**src/rtl/gfx_dma_pkg.sv**
```systemverilog
// Shared definitions for the blit sequencer: GfxDma register map, descriptor size,
// sequencer FSM states and error flag positions.
package gfx_dma_pkg;

  localparam int DESC_BYTES = 8;
  localparam int DESC_W     = DESC_BYTES * 8;

  localparam logic [2:0] REG_SRC_L  = 3'd0;
  localparam logic [2:0] REG_SRC_H  = 3'd1;
  localparam logic [2:0] REG_DST_L  = 3'd2;
  localparam logic [2:0] REG_DST_H  = 3'd3;
  localparam logic [2:0] REG_WIDTH  = 3'd4;
  localparam logic [2:0] REG_HEIGHT = 3'd5;
  localparam logic [2:0] REG_MASK   = 3'd6;
  localparam logic [2:0] REG_STATE  = 3'd7;

  localparam int ERR_OVF = 0;
  localparam int ERR_TMO = 1;

  typedef enum logic [2:0] {
    IDLE  = 3'd0,
    REQ   = 3'd1,
    WRITE = 3'd2,
    START = 3'd3,
    RUN   = 3'd4
  } seq_state_t;

endpackage

```
**src/rtl/gfx_desc_fifo.sv**
```systemverilog
// Descriptor FIFO, one 64-bit descriptor per entry, first-word fall-through head.
// A push on a full FIFO is accepted when a pop happens in the same cycle.
module gfx_desc_fifo
  import gfx_dma_pkg::*;
#(
  parameter int DEPTH_LOG2 = 2
) (
  input  logic                i_clk,
  input  logic                i_rst,
  input  logic                i_push,
  input  logic [DESC_W-1:0]   i_data,
  input  logic                i_pop,
  output logic [DESC_W-1:0]   o_head,
  output logic                o_full,
  output logic                o_empty,
  output logic                o_ovf,
  output logic [DEPTH_LOG2:0] o_level
);

  localparam int DEPTH = 1 << DEPTH_LOG2;

  logic [DESC_W-1:0]     r_mem [DEPTH];
  logic [DEPTH_LOG2-1:0] r_wr_ptr;
  logic [DEPTH_LOG2-1:0] r_rd_ptr;
  logic [DEPTH_LOG2:0]   r_level;
  logic                  w_push;
  logic                  w_pop;

  assign w_pop   = i_pop && (r_level != '0);
  assign w_push  = i_push && (!o_full || w_pop);
  assign o_full  = r_level[DEPTH_LOG2];
  assign o_empty = (r_level == '0);
  assign o_ovf   = i_push && !w_push;
  assign o_level = r_level;
  assign o_head  = r_mem[r_rd_ptr];

  always_ff @(posedge i_clk or posedge i_rst) begin
    if (i_rst) begin
      r_wr_ptr <= '0;
      r_rd_ptr <= '0;
      r_level  <= '0;
    end else begin
      if (w_push) r_wr_ptr <= r_wr_ptr + 1'b1;
      if (w_pop)  r_rd_ptr <= r_rd_ptr + 1'b1;
      r_level <= r_level + {{DEPTH_LOG2{1'b0}}, w_push} - {{DEPTH_LOG2{1'b0}}, w_pop};
    end
  end

  always_ff @(posedge i_clk) begin
    if (w_push) r_mem[r_wr_ptr] <= i_data;
  end

endmodule

```
**src/rtl/gfx_blit_sequencer.sv**
```systemverilog
// Queues CPU-staged blit descriptors and replays them into the GfxDma registers.
// Optional o_irq (queue drained / start timeout) is enabled by GFX_BLIT_SEQ_IRQ_EN.
//
// state | meaning
// IDLE  | waiting for a queued descriptor and an idle DMA
// REQ   | requesting the DMA register bus
// WRITE | streaming bytes 0..7 of the head descriptor while granted
// START | waiting for the DMA to report active, bounded by START_TIMEOUT
// RUN   | DMA busy with the blit
module gfx_blit_sequencer
  import gfx_dma_pkg::*;
#(
  parameter int DEPTH_LOG2    = 2,
  parameter int START_TIMEOUT = 15
) (
  input  logic                i_clk,
  input  logic                i_rst,
  input  logic                i_wr_en,
  input  logic [2:0]          i_wr_addr,
  input  logic [7:0]          i_wr_data,
  input  logic                i_commit,
  output logic                o_full,
  output logic                o_empty,
  output logic [DEPTH_LOG2:0] o_level,
  output logic                o_bus_req,
  input  logic                i_bus_gnt,
  output logic                o_dma_ce_b,
  output logic                o_dma_we_b,
  output logic [2:0]          o_dma_addr,
  output logic [7:0]          o_dma_data,
  input  logic                i_dma_active,
  output logic                o_busy,
  output logic [1:0]          o_err,
  input  logic                i_err_clr
`ifdef GFX_BLIT_SEQ_IRQ_EN
  ,
  output logic                o_irq
`endif
);

  localparam int               TMO_W    = $clog2(START_TIMEOUT + 1);
  localparam logic [TMO_W-1:0] TMO_LOAD = TMO_W'(START_TIMEOUT - 1);

  logic [7:0]        r_stage [DESC_BYTES];
  logic [DESC_W-1:0] w_stage_flat;
  logic [DESC_W-1:0] w_head;
  logic              w_empty;
  logic              w_ovf;

  seq_state_t        r_state, w_state_nxt;
  logic [2:0]        r_cnt, w_cnt_nxt;
  logic [TMO_W-1:0]  r_tmo, w_tmo_nxt;
  logic              w_pop, w_drive, w_tmo_evt;
  logic [1:0]        w_err_set;
  logic              r_bus_req, r_ce_b, r_we_b;
  logic [2:0]        r_addr;
  logic [7:0]        r_data;
  logic [1:0]        r_err;

  // Commit pushes the pre-edge staging image, so a same-cycle write lands afterwards.
  always_ff @(posedge i_clk or posedge i_rst) begin
    if (i_rst) begin
      for (int i = 0; i < DESC_BYTES; i++)
        r_stage[i] <= (i == int'(REG_MASK)) ? 8'hFF : 8'h00;
    end else if (i_wr_en) begin
      r_stage[i_wr_addr] <= i_wr_data;
    end
  end

  always_comb begin
    w_stage_flat = '0;
    for (int i = 0; i < DESC_BYTES; i++)
      w_stage_flat[i*8 +: 8] = r_stage[i];
  end

  gfx_desc_fifo #(.DEPTH_LOG2(DEPTH_LOG2)) u_fifo (
    .i_clk   (i_clk),
    .i_rst   (i_rst),
    .i_push  (i_commit),
    .i_data  (w_stage_flat),
    .i_pop   (w_pop),
    .o_head  (w_head),
    .o_full  (o_full),
    .o_empty (w_empty),
    .o_ovf   (w_ovf),
    .o_level (o_level)
  );

  always_comb begin
    w_state_nxt = r_state;
    w_cnt_nxt   = r_cnt;
    w_tmo_nxt   = r_tmo;
    w_pop       = 1'b0;
    w_drive     = 1'b0;
    w_tmo_evt   = 1'b0;
    case (r_state)
      IDLE:  if (!w_empty && !i_dma_active) w_state_nxt = REQ;
      REQ: begin
        if (i_dma_active) begin
          w_state_nxt = IDLE;
        end else if (i_bus_gnt) begin
          w_state_nxt = WRITE;
          w_cnt_nxt   = 3'd0;
        end
      end
      WRITE: begin
        if (i_bus_gnt) begin
          w_drive   = 1'b1;
          w_cnt_nxt = r_cnt + 3'd1;
          if (r_cnt == REG_STATE) begin
            w_pop       = 1'b1;
            w_state_nxt = START;
            w_tmo_nxt   = TMO_LOAD;
          end
        end
      end
      START: begin
        if (i_dma_active) begin
          w_state_nxt = RUN;
        end else if (r_tmo == '0) begin
          w_tmo_evt   = 1'b1;
          w_state_nxt = IDLE;
        end else begin
          w_tmo_nxt = r_tmo - 1'b1;
        end
      end
      RUN:     if (!i_dma_active) w_state_nxt = IDLE;
      default: w_state_nxt = IDLE;
    endcase
  end

  always_ff @(posedge i_clk or posedge i_rst) begin
    if (i_rst) begin
      r_state <= IDLE;
      r_cnt   <= '0;
      r_tmo   <= '0;
    end else begin
      r_state <= w_state_nxt;
      r_cnt   <= w_cnt_nxt;
      r_tmo   <= w_tmo_nxt;
    end
  end

  // Request stays up through the final STATE strobe and drops with it.
  always_ff @(posedge i_clk or posedge i_rst) begin
    if (i_rst) begin
      r_bus_req <= 1'b0;
      r_ce_b    <= 1'b1;
      r_we_b    <= 1'b1;
      r_addr    <= '0;
      r_data    <= '0;
    end else begin
      r_bus_req <= (w_state_nxt == REQ) || (w_state_nxt == WRITE) || w_drive;
      r_ce_b    <= !w_drive;
      r_we_b    <= !w_drive;
      if (w_drive) begin
        r_addr <= r_cnt;
        r_data <= w_head[{r_cnt, 3'b000} +: 8];
      end
    end
  end

  always_comb begin
    w_err_set          = 2'b00;
    w_err_set[ERR_OVF] = w_ovf;
    w_err_set[ERR_TMO] = w_tmo_evt;
  end

  always_ff @(posedge i_clk or posedge i_rst) begin
    if (i_rst) r_err <= 2'b00;
    else       r_err <= (i_err_clr ? 2'b00 : r_err) | w_err_set;
  end

`ifdef GFX_BLIT_SEQ_IRQ_EN
  logic r_irq;
  always_ff @(posedge i_clk or posedge i_rst) begin
    if (i_rst) r_irq <= 1'b0;
    else       r_irq <= ((r_state == RUN) && !i_dma_active && w_empty) || w_tmo_evt;
  end
  assign o_irq = r_irq;
`endif

  assign o_empty    = w_empty;
  assign o_busy     = (r_state != IDLE) || !w_empty;
  assign o_err      = r_err;
  assign o_bus_req  = r_bus_req;
  assign o_dma_ce_b = r_ce_b;
  assign o_dma_we_b = r_we_b;
  assign o_dma_addr = r_addr;
  assign o_dma_data = r_data;

endmodule

```
**config.mk**
```make
export PLATFORM = sky130hd
export DESIGN_NAME = gfx_blit_sequencer
export DESIGN_NICKNAME = d
export VERILOG_FILES = /design/src/rtl/gfx_dma_pkg.sv /design/src/rtl/gfx_desc_fifo.sv /design/src/rtl/gfx_blit_sequencer.sv
export SDC_FILE = /design/constraint.sdc
export NUM_CORES = 1
export LEC_CHECK = 0
export BUFFER_PORTS_ARGS = -buffer_cell sky130_fd_sc_hd__clkbuf_2
export CORE_MARGIN = 2
export CORE_UTILIZATION = 60
export CTS_CLUSTER_SIZE = 12
export DETAILED_ROUTE_END_ITERATION = 12
export PLACE_DENSITY = 0.85
export SYNTH_ARGS = -nofsm -noshare
export SYNTH_HDL_FRONTEND = slang
export SYNTH_SLANG_ARGS = --single-unit
```
**constraint.sdc**
```tcl
create_clock -name i_clk -period 10.51 [get_ports i_clk]
set_input_delay 2.102 -clock i_clk [delete_from_list [all_inputs] [get_ports i_clk]]
set_output_delay 2.102 -clock i_clk [all_outputs]
set_load 0.005 [all_outputs]
```
==> results.json <==
{
  "post-route-min-period_ns": 4.46,
  "worstMarginPinSlew_ns": 1.05,
  "fmax_mhz": 224,
  "dpl_cell_area_sq_mm": 0.0141,
  "synth-seq-cells": 352,
  "fillerInstances": 1312,
  "status": "completed",
  "whs_ns": 0.509,
  "synth_cell_types": 48,
  "grt.total_usage_pct": 23.7,
  "drt_first_pass_iters": 5,
  "clk_path_buf_depth": 3,
  "globalplace.congestion": 0.777,
  "diodes": 0,
  "viasPerCell": 6.36,
  "io_pins": 40,
  "regArea_sq_mm": 0.0101,
  "wire_per_inst_microns": 25.6,
  "layout-drive-gt1-share_pct": 31.2,
  "hold_viol": 0,
  "synth_nets": 721,
  "die_h_microns": 155,
  "path_cells": "clkbuf_2, and4bb_1, nand2_1, a21boi_1, and2_2, buf_4",
  "cp_data_arrival_time_ns": 4.58,
  "start_util_pct": 60.6,
  "hold_path.class": "reg -> reg",
  "rrSetupSlack_ns": 7.15,
  "fin_nets": 775,
  "fp.dieW_microns": 155,
  "leakage_nw": 5.34,
  "dp_hpwl_microns": 15000,
  "ys_seq_area_share_pct": 74.1,
  "crit_start": "i_bus_gnt",
  "grt-ovfl-total": 0,
  "rows": 55,
  "yosys.area.top_type": "edfxtp_1",
  "synth.top_cell.area_share_pct": 56.4,
  "finalSetupViolCount": 0,
  "portBuffers": 39,
  "clock_latency_ns": 0.50,
  "dp_slack_ns": 5.61,
  "rr_startpoint": "r_cnt[1]$_DFFE_PP0P_",
  "multiInputGateArea_sq_mm": 0.00332,
  "first_global_vias": 7057,
  "netlist_area_sq_mm": 0.0136,
  "rsz0062_at_grt": "no",
  "max_slew_margin_pct": 29.6,
  "postSynthAreaPerCell_sq_um": 19.7,
  "fin_crit_sh_pct": 42.4,
  "crit_family": "simple AND/OR/NAND/NOR gates",
  "die_area_sq_mm": 0.0239,
  "cts.sink_count": 352,
  "synth_ff_type": "edfxtp_1",
  "cts_setup_buffers": 0,
  "ys_top_cells_by_area": "edfxtp_1, dfrtp_1, mux4_2",
  "drv_cap": 0,
  "fin_util_pct": 67.5,
  "slew_viol_final": 0,
  "vias": 6740,
  "required_ns": 10.63,
  "drtIter0Drc": 678,
  "grt_first_pass_wirelength_microns": 42200,
  "root_buffer": "clkbuf_16",
  "cts_max_level": 2,
  "end_kind": "flip-flop",
  "hold_path.startpoint": "o_dma_addr[2]$_DFFE_PP0P_",
  "cp_slowest_cell": "buf_4",
  "fin_ws_ns": 6.05,
  "cts_hold_buf": 0,
  "fin_tns_setup_ns": 0,
  "cp_slowest_stage_delay_ns": 0.72,
  "ys_warn_count": 0,
  "worstPathMaxFanout": 64,
  "peakVddDrop_v": 0.000128,
  "final_area_sq_mm": 0.0152,
  "worst_setup_path_start_kind": "primary input",
  "numCtsBuffers": 36,
  "drc": 0,
  "syn_inst": 693,
  "skew_ns": 0.00666,
  "cts_resized": 0,
  "wirelength_microns": 27100,
  "cp_num_buf_inv": 2,
  "antenna_found_initial": 0,
  "critPathKind": "in -> reg",
  "area_growth_pct": 11.4,
  "path_clk_slew_ns": 0.06,
  "grt_max_degree": 65,
  "coreArea_sq_mm": 0.0225,
  "synth-async-reset-ratio_pct": 27.3,
  "synth_edf_count": 256,
  "ant_nets": 0,
  "power.density_mw_per_mm2": 260,
  "cts_tree": "built"
}
==> worst min-delay path, delay by kind of cell, from the launching register on <==
kind	cells	cell delay, ns
DFF	1	0.36
and+or+nand+nor	2	0.12
==> final cells by class <==
class / count / area share (%)
sequential: 352 / 66.5
multi-input combinational: 295 / 21.8
clock buffer: 62 / 6.85
tap: 285 / 2.35
timing repair buffer: 47 / 1.68
inverter: 15 / 0.387
clock inverter: 4 / 0.362
==> power breakdown <==
group | switching [W] | internal, W
clock network | 0.000488 | 0.000698
registers | 0.000179 | 0.00183
logic | 0.000420 | 0.000336
==> sequential cells by signal, summed over array words and instances (netlist names), 3 cells and up <==
| name | flops |
|---|---|
| r_tmo | 4 |
| u_fifo.r_mem | 256 |
| r_stage | 64 |
| o_dma_data | 8 |
| u_fifo.o_level | 3 |
| o_dma_addr | 3 |
| r_state | 3 |
| r_cnt | 3 |
==> layer usage <==
| layer | part of all wire, % | vias to the layer above | global-route usage (%) |
|---|---|---|---|
| li1 | - | 2860 | - |
| met1 | 40 | 3530 | 32.8 |
| met2 | 51 | 291 | 38.9 |
| met3 | 6.6 | 59 | 4.20 |
| met4 | 3.0 | 0 | 8.16 |
| met5 | 0 | - | 0 |
==> through the flow <==
step | power (W) | cells
floorplan | 0.00252 | 693
global placement | 0.00271 | 994
detailed placement | 0.00277 | 994
CTS | 0.00398 | 1060
global route | 0.00412 | 1060
finish | 0.00395 | 1060
==> path summary, 6_finish.rpt <==
kind | to | cells after the start
max | u_fifo.r_mem[2][45]$_DFFE_PP_ | 6
min | o_dma_addr[2]$_DFFE_PP0P_ | 2
max reg2reg | u_fifo.r_mem[2][45]$_DFFE_PP_ | 6
min reg2reg | o_dma_addr[2]$_DFFE_PP0P_ | 2
max in group asynchronous | r_stage[30]$_DFFE_PP0P_ | 3
min in group asynchronous | o_dma_data[4]$_DFFE_PP0P_ | 2
==> synthesized netlist by cell type, types with 7 or more instances <==
| master | number |
|---|---|
| a21o_1 | 7 |
| a22oi_1 | 13 |
| and2_1 | 7 |
| buf_4 | 8 |
| clkbuf_1 | 13 |
| dfrtp_1 | 87 |
| dfstp_2 | 9 |
| edfxtp_1 | 256 |
| ha_1 | 9 |
| inv_1 | 14 |
| mux2_2 | 65 |
| mux2i_1 | 9 |
| mux4_2 | 65 |
| nand2_1 | 23 |
| nor2_1 | 21 |
| nor2b_1 | 7 |
| o21ai_0 | 7 |
==> cells by family after synthesis <==
family / Yosys count / share of synthesized area, %
xor+xnor: 5 / 0.321
simple gates: 82 / 3.16
fa+ha+maj: 10 / 0.973
mux: 139 / 16.8
buf+inv: 46 / 1.60
compound gates: 59 / 3.08
flops: 352 / 74.1
==> placed cells by master, fill, tap and decap left out, types with 13 or more instances in the layout <==
master     netlist  final
nor2_1          21     21
dfrtp_1         87     86
clkbuf_2         0     39
a22oi_1         13     13
inv_1           14     13
clkbuf_16        0     37
nand2_1         23     23
mux2_2          65     65
edfxtp_1       256    256
mux4_2          65     65
clkbuf_1        13     23
No activity file was read; power rests on OpenSTA's default activity.
